### config.mk
export PLATFORM = sky130hd
export DESIGN_NAME = seq_shifter
export DESIGN_NICKNAME = d
export VERILOG_FILES = /design/src/rtl/shift_pkg.sv /design/src/rtl/shift_step.sv /design/src/rtl/seq_shifter.sv
export SDC_FILE = /design/constraint.sdc
export NUM_CORES = 1
export LEC_CHECK = 0
export ABC_CLOCK_PERIOD_IN_PS = 2800
export CORE_MARGIN = 4
export CORE_UTILIZATION = 49
export CTS_BUF_LIST = sky130_fd_sc_hd__clkbuf_8 sky130_fd_sc_hd__clkbuf_16
export DETAILED_ROUTE_END_ITERATION = 10
export HOLD_SLACK_MARGIN = 0.1
export PLACE_DENSITY = 0.86
export SYNTH_ARGS = -nofsm -noshare
export SYNTH_HDL_FRONTEND = slang
export SYNTH_HIERARCHICAL = 1
export SYNTH_SLANG_ARGS = --single-unit
export TNS_END_PERCENT = 100
### constraint.sdc
create_clock -name clk -period 2.8 [get_ports clk]
set_input_delay 0.56 -clock clk [delete_from_list [all_inputs] [get_ports clk]]
set_output_delay 0.56 -clock clk [all_outputs]
set_load 0.05 [all_outputs]
### src/rtl/shift_pkg.sv
// Shared types for the sequential shifter: operation modes and FSM states.
package shift_pkg;

    typedef enum logic [1:0] {
        MODE_SLL = 2'b00,
        MODE_SRL = 2'b01,
        MODE_SRA = 2'b10,
        MODE_ROR = 2'b11
    } mode_t;

    typedef enum logic [1:0] {
        ST_IDLE  = 2'b00,
        ST_SHIFT = 2'b01,
        ST_DONE  = 2'b10
    } state_t;

endpackage

### src/rtl/shift_step.sv
// One partial shift of a WIDTH word by 0..STEP bits in the requested mode.
// Define ROTATE_EN to build mode 11 as rotate-right; otherwise mode 11 behaves as SRL.
module shift_step
    import shift_pkg::*;
#(
    parameter int WIDTH = 32,
    parameter int STEP  = 1,
    localparam int SW   = $clog2(STEP + 1)
) (
    input  logic [WIDTH-1:0] din,
    input  logic [SW-1:0]    amt,
    input  logic [1:0]       mode,
    input  logic             fill,
    output logic [WIDTH-1:0] dout
);

    logic [WIDTH-1:0] fill_mask;

    always_comb begin
        // Ones in the vacated MSB positions, used only for arithmetic right shifts.
        fill_mask = fill ? ~({WIDTH{1'b1}} >> amt) : '0;
        dout      = din >> amt;
        case (mode_t'(mode))
            MODE_SLL: dout = din << amt;
            MODE_SRA: dout = (din >> amt) | fill_mask;
`ifdef ROTATE_EN
            MODE_ROR: dout = (din >> amt) | (din << (WIDTH - int'(amt)));
`endif
            default:  dout = din >> amt;
        endcase
    end

endmodule

### src/rtl/seq_shifter.sv
// Multi-cycle shifter: shifts a latched operand by up to STEP bits per clock
// behind valid/ready handshakes. Define ROTATE_EN to enable rotate-right on mode 11.
module seq_shifter
    import shift_pkg::*;
#(
    parameter int WIDTH = 32,
    parameter int STEP  = 1,
    localparam int AW   = $clog2(WIDTH)
) (
    input  logic             clk,
    input  logic             reset,
    input  logic             in_valid,
    output logic             in_ready,
    input  logic [WIDTH-1:0] in_data,
    input  logic [AW-1:0]    in_amt,
    input  logic [1:0]       in_mode,
    output logic             out_valid,
    input  logic             out_ready,
    output logic [WIDTH-1:0] out_data,
    output logic             busy
);

    localparam int SW = $clog2(STEP + 1);

    state_t           state_q, state_d;
    logic [WIDTH-1:0] work_q, work_d;
    logic [WIDTH-1:0] res_q, res_d;
    logic [AW-1:0]    rem_q, rem_d;
    logic [1:0]       mode_q, mode_d;
    logic             fill_q, fill_d;
    logic [SW-1:0]    step_amt;
    logic [WIDTH-1:0] step_out;

    shift_step #(
        .WIDTH (WIDTH),
        .STEP  (STEP)
    ) u_step (
        .din  (work_q),
        .amt  (step_amt),
        .mode (mode_q),
        .fill (fill_q),
        .dout (step_out)
    );

    // Largest legal bite this cycle: min(STEP, remaining).
    always_comb begin
        if ({1'b0, rem_q} > (AW + 1)'(STEP)) begin
            step_amt = SW'(STEP);
        end else begin
            step_amt = SW'(rem_q);
        end
    end

    always_comb begin
        state_d = state_q;
        work_d  = work_q;
        res_d   = res_q;
        rem_d   = rem_q;
        mode_d  = mode_q;
        fill_d  = fill_q;
        case (state_q)
            ST_IDLE: begin
                if (in_valid) begin
                    work_d = in_data;
                    rem_d  = in_amt;
                    mode_d = in_mode;
                    fill_d = in_data[WIDTH-1];
                    if (in_amt == '0) begin
                        res_d   = in_data;
                        state_d = ST_DONE;
                    end else begin
                        state_d = ST_SHIFT;
                    end
                end
            end
            ST_SHIFT: begin
                work_d = step_out;
                rem_d  = rem_q - AW'(step_amt);
                if (rem_d == '0) begin
                    res_d   = step_out;
                    state_d = ST_DONE;
                end
            end
            ST_DONE: begin
                if (out_ready) begin
                    state_d = ST_IDLE;
                end
            end
            default: state_d = ST_IDLE;
        endcase
    end

    always_ff @(posedge clk or posedge reset) begin
        if (reset) begin
            state_q <= ST_IDLE;
            work_q  <= '0;
            res_q   <= '0;
            rem_q   <= '0;
            mode_q  <= '0;
            fill_q  <= 1'b0;
        end else begin
            state_q <= state_d;
            work_q  <= work_d;
            res_q   <= res_d;
            rem_q   <= rem_d;
            mode_q  <= mode_d;
            fill_q  <= fill_d;
        end
    end

    // The result register only changes when a result is produced, so out_data
    // holds steady through backpressure and after the handshake.
    assign in_ready  = (state_q == ST_IDLE);
    assign busy      = (state_q != ST_IDLE);
    assign out_valid = (state_q == ST_DONE);
    assign out_data  = res_q;

endmodule

==> results of run 1 <==
## worst min path at each step
| stage | end | slack, ns | cells after the start |
|---|---|---|---|
| final | state_q[0]$_DFFE_PP0P_ | 0.51 | 2 |
| after global routing | state_q[0]$_DFFE_PP0P_ | 0.53 | 2 |
| after CTS | state_q[0]$_DFFE_PP0P_ | 0.51 | 2 |
| after detailed placement | fill_q$_DFFE_PP0P_ | 0.52 | 1 |
| after global placement | fill_q$_DFFE_PP0P_ | 0.50 | 1 |
| after floorplan | fill_q$_DFFE_PP0P_ | 0.48 | 1 |
## state kept, by name, indices dropped and copies added, names as in the netlist
| signal | cells |
|---|---|
| work_q | 32 |
| rem_q | 5 |
| fill_q | 1 |
| state_q | 2 |
| mode_q | 2 |
| out_data | 32 |
## worst max-delay path: cells and delay by family, from the launching register on
| kind | cells | cell delay (ns) |
|---|---|---|
| buffers and inverters | 1 | 0.06 |
| AND/OR/NAND/NOR | 2 | 1.05 |
| adder cells (fa/ha/maj) | 1 | 0.25 |
| XOR/XNOR | 1 | 0.20 |
| flip-flops | 1 | 0.37 |
| AO/OA/AOI/OAI | 3 | 0.65 |
## report_power, final
group / internal [mW] / switching [mW]
clock: 0.447 / 0.449
combinational: 2.20 / 3.37
sequential: 1.62 / 0.433
total: 4.27 / 4.25
## per-layer routing
layer / routed length [microns] / up-vias / global-route usage [%]
li1: - / 2063 / -
met1: 5660 / 2189 / 32.1
met2: 5950 / 176 / 32.1
met3: 956 / 35 / 4.24
met4: 336 / 0 / 8.75
met5: 0 / - / 0
## layout make-up
class,instances,area (sq um),area share [%]
multi-input combinational,374,2730,45.0
sequential,74,1850,30.5
timing repair buffer,92,958,15.8
tap,133,166,2.74
inverter,40,150,2.47
clock buffer,10,138,2.27
clock inverter,6,73.8,1.22
## cells by family after synthesis
logic type	Yosys count	share of synthesized area [%]
AO/OA/AOI/OAI	175	27.9
AND/OR/NAND/NOR	154	17.6
buffers and inverters	93	8.18
flip-flops	74	37.6
multiplexers	38	7.90
XOR/XNOR	2	0.356
adder cells (fa/ha/maj)	2	0.508
## layout by cell type (no fill, tap or decap), drive strengths merged, types with 3 or more instances in the layout
cell,netlist,final
clkbuf,30,10
nand2b,34,34
nor2,36,36
clkinv,0,3
clkdlybuf4s50,0,77
nand2,38,38
dfrtp,74,74
buf,23,15
a32oi,32,32
o21ai,66,66
a221o,3,3
or4,1,4
a31oi,32,32
mux2i,34,34
or3,3,3
inv,40,42
mux2,4,4
nor2b,4,4
or3b,30,30
o31ai,32,32
==> results.md, run 1 <==
- Synthesis-to-finish area growth: 23.3%
- FFs w/ async S/R, synth: 100%
- Pins Over Slew Limit: 0
- Slew margin rel.: between 50% and 60%
- Initial DRC count: approximately 560
- DIE AREA: 11700 sq um
- Area contributors post-synth: dfrtp_1, a32oi_2, mux2i_1
- Power per cell area: between 1000 and 1500 nW/um^2
- Nets@finish: 636
- Worst Skew: 0.00928 ns
- Layout cells sized above 1: 12.9%
- VDD IR-drop max: 0.000504 V
- Layout fillers: 795
- Final hold vios: 0
- Count of cell types in the netlist: 44
- CP Capture Point: out_data[31]$_DFFE_PP0P_
- RSZ-0062 raised after global routing: false
- Final Wtd Congestion: 0.901
- Largest net degree at the start of global routing: 68
- Cells after synthesis: 538
- Final Cycle Share: between 90% and 100%
- Final instance area: 6070 sq um
- Clock Path Buffers: 2
- Arr. time, crit path: 2.94 ns
- CP Cell Sequence: or3_1, o21ai_1, inv_1, ha_1, xnor2_1, a31oi_2, or4_4, a32oi_1
- Pwr Total: 8.52 mW
- Cell total after placement: 710
- Area leader, netlist: dfrtp_1
- Crit path from: rem_q[2]$_DFFE_PP0P_
- Clock slew at reported path FFs: 0.08 ns
- Setup_tns: 0 ns
- DRC violations left: 0
- Post-route setup slack: 0.132 ns
- Commonest cells post-synth: dfrtp_1, o21ai_0, inv_1
- CTS sink cnt: 74
- Wire length per cell: about 18 microns
- Outcome: finished, final reports clean
- Total of max-cap violations: 0
- Max FO, Critical Path: 9
- H-tree Lvls: 3
- Reg2Reg Setup Slack: 0.13 ns
- Req. time, crit path: 3.07 ns
- GR Util All Layers: approximately 22%
- Worst-Margin Slew: about 0.65 ns
- Total CTS buffers: 9
- # port buffers: 77
- Placed inst area: 5820 sq um
- Register area share after synthesis: 37.6%
- Total wire length: between 10000 and 15000 microns
- Antenna violations before repair: 0
- DPL Wire Length: 8380 microns
- CTS tree: done
- Max incr delay on CP: 0.64 ns
- Most common cell in the netlist: dfrtp_1
- Crit. End Element: flip-flop
- Number of post-CTS setup repair buffers: 0
- Die Wd: 108 microns
- Reg-to-Reg End: out_data[31]$_DFFE_PP0P_
- Post-synth top area share: between 30% and 40%
- Worst r2r src: rem_q[2]$_DFFE_PP0P_
- Post-DRT Antenna Nets: 0
- Number of global-route vias before repair: 4117
- R2R depth: 8
- Crit path kind: reg -> reg
- Hold Path Class: in -> async
- Mapped Area: ~4900 sq um
- Core Area: 9770 sq um
- Fmax: 375 MHz
- Syn nets: roughly 580
- Hold-fix buffers at CTS: 0
- Ant diodes: 0
- Hold slack final: 0.513 ns
- Synth Flop Type: dfrtp_1
- First-pass GRT wire length: 20500 microns
- Number of enable flip-flop cells after synthesis: 0
- Post-Place Setup Slack: between 0.015 and 0.02 ns
- Global route overflow: 0
- Num rows: 36
- P_leak: 2.42 nW
- Routed via count: roughly 4500
- Final setup viols: 0
- Post-cts resize count: 0
- Boundary pin count: between 70 and 80
- Seq cells post-synth: 74
- Fin cells: 729
- Startpoint types: flip-flop
- Die height: 108 microns
- Ys Warns: 6
- Syn Area/Cell: 9.16 sq um
- DRT Pass-1 Iters: 5
- Post-route core utilization: 62.1%
- Fin crit period: 2.67 ns
- Slowest stage cell on the critical path: or4_4
- Initial Utilization: roughly 50%
- Via density: just over 6
- CTS root buf: clkbuf_8
- Worst skew pair latency: approximately 0.36 ns
No activity file was read; power rests on OpenSTA's default activity.
==> inputs of run 2 (changes only) <==
--- a/config.mk
+++ b/config.mk
@@ -6,6 +6,7 @@
 export NUM_CORES = 1
 export LEC_CHECK = 0
 export ABC_CLOCK_PERIOD_IN_PS = 2800
+export CAP_MARGIN = 5
 export CORE_MARGIN = 4
 export CORE_UTILIZATION = 49
 export CTS_BUF_LIST = sky130_fd_sc_hd__clkbuf_8 sky130_fd_sc_hd__clkbuf_16
==> results of run 2 <==
No change in the layout: final DEF, timing and power equal those of run 1.
